`config.mk`:
```
export PLATFORM = sky130hd
export DESIGN_NAME = uart_tx_frame
export DESIGN_NICKNAME = d
export VERILOG_FILES = /design/src/rtl/uart_pkg.sv /design/src/rtl/uart_tx_fifo.sv /design/src/rtl/uart_tx_frame.sv
export SDC_FILE = /design/constraint.sdc
export NUM_CORES = 1
export LEC_CHECK = 0
export CORE_MARGIN = 2
export CORE_UTILIZATION = 58
export DETAILED_ROUTE_END_ITERATION = 8
export HOLD_SLACK_MARGIN = 0.15
export PLACE_DENSITY = 0.78
export SYNTH_ARGS = -nofsm -noshare
export SYNTH_HDL_FRONTEND = slang
export SYNTH_SLANG_ARGS = --single-unit
```
`constraint.sdc`:
```
create_clock -name br -period 3.9 [get_ports br]
set_clock_uncertainty 0.15 [all_clocks]
set_input_delay 0.78 -clock br [delete_from_list [all_inputs] [get_ports br]]
set_output_delay 0.78 -clock br [all_outputs]
set_load 0.005 [all_outputs]
```
`src/rtl/uart_pkg.sv`:
```
// Shared types and line levels for the UART frame transmitter.
package uart_pkg;

    typedef enum logic [2:0] {
        IDLE,
        START,
        DATA,
        PARITY,
        STOP,
        BREAK
    } tx_state_t;

    localparam logic TX_IDLE_LEVEL  = 1'b1;
    localparam logic TX_START_LEVEL = 1'b0;

endpackage

```
`src/rtl/uart_tx_fifo.sv`:
```
// Word buffer for the UART transmitter: synchronous write, first-word-fall-through read.
// DEPTH must be a power of two so the pointers wrap naturally.
module uart_tx_fifo #(
    parameter int WIDTH = 8,
    parameter int DEPTH = 4
) (
    input  logic                   br,
    input  logic                   rst,
    input  logic                   push_i,
    input  logic [WIDTH-1:0]       wdata_i,
    input  logic                   pop_i,
    output logic [WIDTH-1:0]       rdata_o,
    output logic                   full_o,
    output logic                   empty_o,
    output logic [$clog2(DEPTH):0] count_o
);
    localparam int AW = $clog2(DEPTH);

    logic [WIDTH-1:0] mem_q [DEPTH];
    logic [AW-1:0]    wr_ptr_q;
    logic [AW-1:0]    rd_ptr_q;
    logic [AW:0]      count_q;
    logic             push_ok;
    logic             pop_ok;

    assign full_o  = (count_q == (AW+1)'(DEPTH));
    assign empty_o = (count_q == '0);
    assign push_ok = push_i && !full_o;
    assign pop_ok  = pop_i && !empty_o;
    assign rdata_o = mem_q[rd_ptr_q];
    assign count_o = count_q;

    // Storage array write port.
    // NOTE: the data array has no reset; only pointers and count define what is valid.
    always_ff @(posedge br) begin
        if (push_ok) begin
            mem_q[wr_ptr_q] <= wdata_i;
        end
    end

    // Pointer and occupancy bookkeeping; simultaneous push and pop leave the count unchanged.
    // NOTE: sequential state is only ever updated with non-blocking assignments.
    always_ff @(posedge br or posedge rst) begin
        if (rst) begin
            wr_ptr_q <= '0;
            rd_ptr_q <= '0;
            count_q  <= '0;
        end else begin
            if (push_ok) wr_ptr_q <= wr_ptr_q + AW'(1);
            if (pop_ok)  rd_ptr_q <= rd_ptr_q + AW'(1);
            case ({push_ok, pop_ok})
                2'b10:   count_q <= count_q + (AW+1)'(1);
                2'b01:   count_q <= count_q - (AW+1)'(1);
                default: count_q <= count_q;
            endcase
        end
    end

endmodule

```
`src/rtl/uart_tx_frame.sv`:
```
// UART frame transmitter: FIFO-buffered words serialised as start / data (LSB first) /
// optional parity / stop bits, each bit held CLKS_PER_BIT cycles of br.
// Optional line-break generation is built when UART_TX_BREAK_EN is defined.
module uart_tx_frame
    import uart_pkg::*;
#(
    parameter int DATA_BITS    = 8,
    parameter int STOP_BITS    = 1,
    parameter int CLKS_PER_BIT = 1,
    parameter int FIFO_DEPTH   = 4
) (
    input  logic                        br,
    input  logic                        rst,
    input  logic [DATA_BITS-1:0]        din,
    input  logic                        din_valid,
    output logic                        din_ready,
    input  logic                        par_en,
    input  logic                        par_odd,
    input  logic                        retx,
`ifdef UART_TX_BREAK_EN
    input  logic                        break_req,
`endif
    output logic                        tx,
    output logic                        busy,
    output logic [$clog2(FIFO_DEPTH):0] fifo_count
);
    localparam int CW = (CLKS_PER_BIT > 1) ? $clog2(CLKS_PER_BIT) : 1;
    localparam int BW = 4;
    localparam logic [CW-1:0] CYC_LAST  = CW'(CLKS_PER_BIT - 1);
    localparam logic [BW-1:0] DATA_LAST = BW'(DATA_BITS - 1);
    localparam logic [BW-1:0] STOP_LAST = BW'(STOP_BITS - 1);

    tx_state_t            state_q, state_d;
    logic [CW-1:0]        cyc_q, cyc_d;
    logic [BW-1:0]        bit_q, bit_d;
    logic [DATA_BITS-1:0] shift_q, shift_d;
    logic                 par_en_q, par_en_d;
    logic                 par_bit_q, par_bit_d;
    logic [DATA_BITS-1:0] last_q, last_d;
    logic                 last_valid_q, last_valid_d;
    logic                 tx_q, tx_d;
    logic                 busy_q;

    logic                 fifo_empty;
    logic                 fifo_full;
    logic [DATA_BITS-1:0] fifo_rdata;
    logic                 bit_end;
    logic                 sel_pt;
    logic                 do_break;
    logic                 do_retx;
    logic                 do_fifo;
    logic [DATA_BITS-1:0] load_word;

    uart_tx_fifo #(
        .WIDTH (DATA_BITS),
        .DEPTH (FIFO_DEPTH)
    ) u_fifo (
        .br      (br),
        .rst     (rst),
        .push_i  (din_valid),
        .wdata_i (din),
        .pop_i   (do_fifo),
        .rdata_o (fifo_rdata),
        .full_o  (fifo_full),
        .empty_o (fifo_empty),
        .count_o (fifo_count)
    );

    assign din_ready = !fifo_full;
    assign tx        = tx_q;
    assign busy      = busy_q;

    // Source selection happens in IDLE and on the last cycle of the last stop bit.
    assign bit_end = (cyc_q == CYC_LAST);
    assign sel_pt  = (state_q == IDLE) ||
                     ((state_q == STOP) && bit_end && (bit_q == STOP_LAST));
`ifdef UART_TX_BREAK_EN
    assign do_break = sel_pt && break_req;
`else
    assign do_break = 1'b0;
`endif
    assign do_retx   = sel_pt && !do_break && retx && last_valid_q;
    assign do_fifo   = sel_pt && !do_break && !do_retx && !fifo_empty;
    assign load_word = do_retx ? last_q : fifo_rdata;

    // Next-state, counters, shift register and per-frame config capture.
    // NOTE: every variable gets a default first so no path can infer a latch.
    always_comb begin
        state_d      = state_q;
        cyc_d        = bit_end ? '0 : cyc_q + CW'(1);
        bit_d        = bit_q;
        shift_d      = shift_q;
        par_en_d     = par_en_q;
        par_bit_d    = par_bit_q;
        last_d       = last_q;
        last_valid_d = last_valid_q;

        unique case (state_q)
            IDLE: begin
                cyc_d = '0;
            end
            START: begin
                if (bit_end) begin
                    state_d = DATA;
                    bit_d   = '0;
                end
            end
            DATA: begin
                if (bit_end) begin
                    shift_d = shift_q >> 1;
                    if (bit_q == DATA_LAST) begin
                        bit_d   = '0;
                        state_d = par_en_q ? PARITY : STOP;
                    end else begin
                        bit_d = bit_q + BW'(1);
                    end
                end
            end
            PARITY: begin
                if (bit_end) begin
                    state_d = STOP;
                    bit_d   = '0;
                end
            end
            STOP: begin
                if (bit_end) begin
                    if (bit_q == STOP_LAST) begin
                        state_d = IDLE;
                        bit_d   = '0;
                    end else begin
                        bit_d = bit_q + BW'(1);
                    end
                end
            end
            BREAK: begin
                cyc_d = '0;
`ifdef UART_TX_BREAK_EN
                if (!break_req) begin
                    state_d = STOP;
                    bit_d   = '0;
                end
`else
                state_d = IDLE;
`endif
            end
            default: begin
                state_d = IDLE;
                cyc_d   = '0;
                bit_d   = '0;
            end
        endcase

        if (do_break) begin
            state_d = BREAK;
            cyc_d   = '0;
            bit_d   = '0;
        end else if (do_retx || do_fifo) begin
            state_d      = START;
            cyc_d        = '0;
            bit_d        = '0;
            shift_d      = load_word;
            par_en_d     = par_en;
            par_bit_d    = (^load_word) ^ par_odd;
            last_d       = load_word;
            last_valid_d = 1'b1;
        end
    end

    // Line level for the current state; registered below so tx is glitch-free.
    always_comb begin
        tx_d = TX_IDLE_LEVEL;
        unique case (state_q)
            START:   tx_d = TX_START_LEVEL;
            DATA:    tx_d = shift_q[0];
            PARITY:  tx_d = par_bit_q;
            BREAK:   tx_d = TX_START_LEVEL;
            default: tx_d = TX_IDLE_LEVEL;
        endcase
    end

    // State register plus registered line outputs; reset aborts any frame at once.
    always_ff @(posedge br or posedge rst) begin
        if (rst) begin
            state_q      <= IDLE;
            cyc_q        <= '0;
            bit_q        <= '0;
            shift_q      <= '0;
            par_en_q     <= 1'b0;
            par_bit_q    <= 1'b0;
            last_q       <= '0;
            last_valid_q <= 1'b0;
            tx_q         <= TX_IDLE_LEVEL;
            busy_q       <= 1'b0;
        end else begin
            state_q      <= state_d;
            cyc_q        <= cyc_d;
            bit_q        <= bit_d;
            shift_q      <= shift_d;
            par_en_q     <= par_en_d;
            par_bit_q    <= par_bit_d;
            last_q       <= last_d;
            last_valid_q <= last_valid_d;
            tx_q         <= tx_d;
            busy_q       <= (state_q != IDLE);
        end
    end

endmodule

```
Word level (Yosys, flattened, before mapping)

Memories as Yosys holds them, arrays and structs flattened.
Index checks and enable logic that the tools add are counted.

Add/sub/neg operators: 6
Multiplexer cells: 27
Equal/unequal tests: 19
Reduce and logical (&&, ||, !) cells: 27
Bitwise operators: 2

Operator list:

| kind                                                                     | count |
|---|---|
| 8-bit two-way mux                                                        | 4 |
| 3-bit two-way mux                                                        | 8 |
| 4-bit two-way mux                                                        | 6 |
| 4-bit case mux with 4 select lines                                       | 1 |
| 3-bit case mux with 5 select lines                                       | 1 |
| 3-bit inequality test (second input constant)                            | 4 |
| 3-bit equality test (second input constant)                              | 3 |
| 1-bit logical AND                                                        | 8 |
| 8-bit parity                                                             | 1 |
| 7-bit AND reduction                                                      | 1 |
| 3-bit by 2-bit equality test with 1-bit output (second input constant)   | 2 |
| 3-bit logical NOT                                                        | 2 |
| 2-bit by 1-bit inequality test with 1-bit output (second input constant) | 3 |
| 3-bit by 2-bit inequality test with 1-bit output (second input constant) | 2 |
| 3-bit case mux with 2 select lines                                       | 1 |
| 2-bit OR reduction                                                       | 3 |
| 1-bit two-way mux                                                        | 5 |
| 2-bit by 1-bit adder with 2-bit output (second input constant)           | 2 |
| 4-bit by 1-bit adder with 4-bit output (second input constant)           | 1 |
| 4-bit by 3-bit equality test with 1-bit output (second input constant)   | 1 |
| 4-bit logical NOT                                                        | 1 |
| 4-bit AND reduction                                                      | 1 |
| 2-bit nonzero test                                                       | 2 |
| 4-bit OR reduction                                                       | 1 |
| 14 further kinds                                                         | 17 |

Logic and storage cells: 95
Output and inout port bits: 6
Memories: 1
RAM bits: 32
Bits in registers: 36
Input bits: 14

Memory list:

| memory       | depth | bits a word | rd ports | clocked after Yosys merged registers in | wr ports | line               | text |
|---|---|---|---|---|---|---|---|
| u_fifo.mem_q | 4     | 8           | 1        | 0                                       | 1        | uart_tx_fifo.sv:19 | `logic [WIDTH-1:0] mem_q [DEPTH];` |

Depth between registers and ports, before layout

Word-level depth: 12
Depth in mapped cells: 13
Mapped depth without buffers: 11

Modules after synthesis

From an unflattened synthesis, not the netlist that was laid out.

Cell total of the unflattened synthesis: 238
Area, all modules: 3214.3 um^2

Modules (own cells, without submodules):

| module        | cells an instance | sequential area each (um^2) | times used | area each (um^2) |
|---|---|---|---|---|
| uart_tx_frame | 158               | 701.9                       | 1          | 1617.8 |
| uart_tx_fifo  | 80                | 1136.1                      | 1          | 1596.5 |

Worst setup path after synthesis

Ideal clock, no wire load.

Path type: reg-to-reg
Start: register bit_q[0]
End: register u_fifo.count_q[2] (netlist: u_fifo.count_o[2])
Arrival: 3065 ps
Buffers on the path: 2
Period minus slack after synthesis: 3294 ps
Setup time: 79 ps
Path slack: 606 ps
Cell stages (with the launch flop): 14
Data required time: 3671 ps
Cell sequence: dfrtp_1 > inv_1 > ha_1 > or3b_4 > a211oi_1 > and3_1 > clkbuf_1 > clkbuf_1 > ha_1 > inv_1 > fa_1 > xor2_1 > nor2_1 > xor2_1

Longest elaborated chain between the ends: 11
Elaborated cells between the ends (all ways): 13
Those cells by class: eq/ne: 2; mux: 1; reduce/logical: 10

RTL lines:

| item                                                                                  | line                 | text |
|---|---|---|
| start: declaration                                                                    | uart_tx_frame.sv:35  | `logic [BW-1:0] bit_q, bit_d;` |
| start signal: assignment                                                              | uart_tx_frame.sv:197 | `bit_q <= bit_d;` |
| 4-bit logical NOT (*)                                                                 | uart_tx_frame.sv:76  | `((state_q == STOP) && bit_end && (bit_q == STOP_LAST));` |
| 1-bit logical AND (*)                                                                 | uart_tx_frame.sv:76  |  |
| 1-bit logical OR (*)                                                                  | uart_tx_frame.sv:75  | `assign sel_pt = (state_q == IDLE) \|\|` |
| 1-bit logical AND (2 in series)                                                       | uart_tx_frame.sv:82  | `assign do_retx = sel_pt && !do_break && retx && last_valid_q;` |
| 1-bit logical NOT                                                                     | uart_tx_frame.sv:83  | `assign do_fifo = sel_pt && !do_break && !do_retx && !fifo_empty;` |
| 1-bit logical AND (*) (2 in series)                                                   | uart_tx_frame.sv:83  |  |
| 1-bit logical AND (*)                                                                 | uart_tx_fifo.sv:29   | `assign pop_ok = pop_i && !empty_o;` |
| net u_fifo.pop_ok                                                                     | uart_tx_fifo.sv:24   | `logic pop_ok;` |
| 2-bit by 1-bit equality test with 1-bit output or 2-bit equality test (tied branches) | uart_tx_fifo.sv:51   | `case ({push_ok, pop_ok})` |
| 3-bit case mux with 2 select lines or 2-bit nonzero test (tied branches)              | n/a                  |  |
| end signal: assignment                                                                | uart_tx_fifo.sv:52   | `2'b10: count_q <= count_q + (AW+1)'(1);` |
| end signal: assignment                                                                | uart_tx_fifo.sv:53   | `2'b01: count_q <= count_q - (AW+1)'(1);` |
| end signal: assignment                                                                | uart_tx_fifo.sv:54   | `default: count_q <= count_q;` |
| end: declaration                                                                      | uart_tx_fifo.sv:22   | `logic [AW:0] count_q;` |

Mark *: on every way through the listed nets, which the timed path passes. The rest lies on a longest branch.
A chain may end at the register's enable or synchronous reset.

Final worst setup path

Start: register bit_q[0]
End: register u_fifo.count_q[2] (netlist: u_fifo.count_o[2])

Longest elaborated chain between the ends: 11
Elaborated cells between the ends (all ways): 13
Those cells by class: eq/ne: 2; mux: 1; reduce/logical: 10

RTL lines:

| item                                                                                  | line |
|---|---|
| 4-bit logical NOT (*)                                                                 | uart_tx_frame.sv:76 |
| 1-bit logical AND (*)                                                                 | uart_tx_frame.sv:76 |
| 1-bit logical OR (*)                                                                  | uart_tx_frame.sv:75 |
| 1-bit logical AND (2 in series)                                                       | uart_tx_frame.sv:82 |
| 1-bit logical NOT                                                                     | uart_tx_frame.sv:83 |
| 1-bit logical AND (*) (2 in series)                                                   | uart_tx_frame.sv:83 |
| 1-bit logical AND (*)                                                                 | uart_tx_fifo.sv:29 |
| 2-bit by 1-bit equality test with 1-bit output or 2-bit equality test (tied branches) | uart_tx_fifo.sv:51 |
| 3-bit case mux with 2 select lines or 2-bit nonzero test (tied branches)              | n/a |

Mark *: on every way between the ends. The rest lies on a longest branch, timed or not.

==> impl_summary.md <==
Global route
The overall fraction of global-route tracks in use is 19.04%. Global routing finished with a remaining overflow of 0. The number of antenna violations at the first check in global routing is 0. The wire length of the first global-routing pass is 8949 um. The via count of the first global-routing pass is 1885. Entering global routing, the biggest net connects 19 pins.

Floorplan
The starting density of the core is 60.60%. The die area is 0.006008 mm^2. In this run the standard cell core region covers 0.005172 mm^2.

The standard-cell row count is 26. The number of top-level design ports is 20. The die span in x is 77.51 um. The die is 77.51 um tall.

Finish
The proportion of layout cells with a drive suffix above 1 is 15.53%. The non-filler instance count after layout is 334. The count of inserted antenna diode cells is 0. The layout net count is 281.

The synthesis-to-layout area growth is 14.97%. The most common library cell in the layout ignoring fill and taps is dfrtp_1. The finished cells cover 0.003603 mm^2. In the layout the commonest cells are dfrtp_1 (34), edfxtp_1 (32), clkdlybuf4s50_1 (19).

Route
The residual antenna-violating net count after detailed routing is 0. After detailed routing, the average wire length per cell comes to 15.19 um. The routed via count is 1833. The detailed router's first-iteration violation count is 102. Wires add up to 5074 um.

Before antenna repair, the detailed router went through 4 iterations. After detailed routing, the number of remaining DRC violations is 0. The via density per instance is 5.488.

Placement
The cell count after placement is 318. The estimated wirelength of the detail-placed design is 3652 um. The post-placement setup slack is 0.6051 ns.

The cell area after placement is 0.003403 mm^2. The congestion estimate from routability-driven global placement came to 0.7451. The count of input and output buffers is 19.

Synth
The netlist area before placement is 0.003134 mm^2. The leading area contributor after synthesis is edfxtp_1. The net count of the mapped netlist is 256.

A synthesized cell averages 13.39 um^2. The count of yosys warnings during synthesis is 0. After synthesis the netlist holds a flip-flop and latch count of 67. After synthesis, the cell types taking the most area are edfxtp_1 (31%), dfrtp_1 (27%), mux4_2 (5.7%). The cell count after synthesis came out at 234. The synthesized netlist contains 43 unique library cells. The sequential fraction of the synthesis area is 58.64%. The share of the synthesized area in the top cell type is 30.66%.

Worst setup path
The startpoint type of the worst setup path is a flop. At the worst endpoint, the required time is 4.01 ns. The maximum fanout along the worst path is 18. Setup slack on the worst reg-to-reg path comes out at 0.71 ns. The critical path's largest stage delay is 0.42 ns. The critical path goes through inv_1 > ha_1 > or3b_4 > a211oi_1 > and3_1 > buf_4 > ha_1 > inv_1 > fa_1 > xor2_1 > nor2_1 > xor2_1. The largest individual stage delay along the critical path comes from the cell dfrtp_1. The worst setup path is captured at a flop. For the worst setup path, the data arrival time is 3.30 ns. The classification of the worst setup path is reg -> reg.

STA
The count of final max-slew check failures was 0. The worst setup margin is 0.7096 ns. The transition time at the pin with the least slew margin is 0.8761 ns. The sum of negative setup slack is 0 ns. The tightest slew margin relative to the limit is 41.46%. The hold violation count in the final report is 0. Setup repair after global routing left no endpoint under its margin.

The final setup violation count is 0. Derived from the worst setup path, the maximum achievable clock frequency is 313.4 MHz. Of the available clock period, the critical path in the final layout requires 81.80%. The smallest clock period supported by the final layout is computed as 3.190 ns.

CTS
The number of buffers on the longest clock path is 2. In this run the clock root is driven by a clkbuf_8. The number of H-tree levels is 3. Post-CTS repair changed the size of 0 cells.

The TritonCTS clock tree is yes. After clock tree synthesis, the flow added hold-fix buffers numbering 0. The number of CTS-inserted buffers is 9. After clock tree synthesis, the clock-pin slew on the worst setup and hold paths is 0.08 ns. In this run the post-CTS setup repair buffer count came out at 0. The clock drives 67 sinks.

At the later pin of the worst-skew pair, clock insertion delay measures 0.33 ns.

Hold path
The worst hold path class is reg -> reg.

Pwr
Power comes to 3102 uW. The power density over the cells is 860.8 mW/mm^2. The peak ir drop on the vdd network is 0.0004226 V. The leakage power summed over all cells is 0.001423 uW.

Run status
The flow ran to the end, and the final reports show no timing, DRC or antenna violations.

Job
The tool flagged a number of max-cap violations equal to 0.
where the power goes:
group,switching (uW),internal [uW]
combinational,591,728
sequential,216,994
clock,274,299
worst max-delay path, delay by kind of cell (launching register included):
family / cells / cell delay, ns
adders and majority gates: 3 / 0.77
and+or+nand+nor: 3 / 0.75
DFF: 1 / 0.42
AOI/OAI and AO/OA: 1 / 0.37
buffers and inverters: 3 / 0.35
xor gates and xnor gates: 2 / 0.31
routing by layer:
layer / GRT usage, % / part of all wire [%] / vias up
met5: 0 / 0 / -
met4: 6.071 / 0.87 / 0
met3: 4.419 / 2.7 / 6
met2: 31.57 / 49 / 31
met1: 25.08 / 48 / 905
li1: - / - / 891
Yosys cell counts:
| cell | instances |
|---|---|
| xor2_1 | 9 |
| nor2_1 | 11 |
| o31ai_1 | 1 |
| a211oi_1 | 3 |
| nand3b_1 | 4 |
| fa_1 | 1 |
| o21a_1 | 1 |
| a21o_1 | 1 |
| mux2i_1 | 11 |
| and3_1 | 5 |
| nand3_1 | 3 |
| a21oi_1 | 7 |
| a2bb2oi_1 | 1 |
| a21boi_0 | 1 |
| xnor2_2 | 1 |
| buf_2 | 1 |
| buf_6 | 1 |
| a2111oi_4 | 1 |
| and2_1 | 1 |
| nand2b_1 | 4 |
| dfrtp_1 | 34 |
| mux2_2 | 7 |
| nor3b_1 | 3 |
| nor2b_1 | 3 |
| dfstp_2 | 1 |
| xnor3_1 | 1 |
| nor4bb_1 | 1 |
| nand2_1 | 15 |
| mux2_4 | 1 |
| edfxtp_1 | 32 |
| o21ai_0 | 13 |
| or3b_4 | 1 |
| or3_1 | 2 |
| o22ai_1 | 1 |
| a22oi_1 | 1 |
| ha_1 | 7 |
| o2bb2ai_1 | 1 |
| a211o_1 | 2 |
| o21ai_1 | 1 |
| mux4_2 | 8 |
| xnor2_1 | 8 |
| clkbuf_1 | 8 |
| inv_1 | 15 |
layout make-up:
class	instances	area [um^2]
Sequential cell	67	1838
Fill cell	378	1569
Multi-Input combinational cell	142	1194
Timing Repair Buffer	24	227.7
Clock buffer	9	123.9
Tap cell	70	87.58
Clock inverter	7	76.32
Inverter	15	56.30
flip-flops by register name (all words and copies together) (netlist names):
signal	flops
u_fifo.count_o	3
tx	1
busy	1
shift_q	8
u_fifo.rd_ptr_q	2
state_q	3
u_fifo.wr_ptr_q	2
par_bit_q	1
u_fifo.mem_q	32
last_q	8
par_en_q	1
last_valid_q	1
bit_q	4
stage by stage:
stage / hold slack (ns) / utilization [%]
after floorplan: 0.2846 / -
after global placement: 0.3009 / 65.80
after detailed placement: 0.3213 / 65.80
after CTS: 0.3424 / 69.67
after global routing: 0.3544 / 69.67
final: 0.3339 / 69.67
cell families (layout without fill, tap and decap cells):
family                   count (synthesis)  count (layout)  synth area share (%)
flip-flops                              67              67                 58.64
AO/OA/AOI/OAI                           35              35                 7.466
multiplexers                            27              27                 12.26
XOR/XNOR                                19              19                 5.988
buffers and inverters                   25              55                 3.273
adder cells (fa/ha/maj)                  8               8                 3.433
AND/OR/NAND/NOR                         53              53                 8.942
final timing paths:
path,cells past startpoint,start,end
worst max-delay path,12,bit_q[0],u_fifo.count_o[2]
worst min-delay path,1,last_valid_q,last_valid_q
worst max register to register,12,bit_q[0],u_fifo.count_o[2]
worst min register to register,1,last_valid_q,last_valid_q
max in group asynchronous,3,rst,tx
min in group asynchronous,2,rst,bit_q[1]
Power figures use the tool's default switching activity.
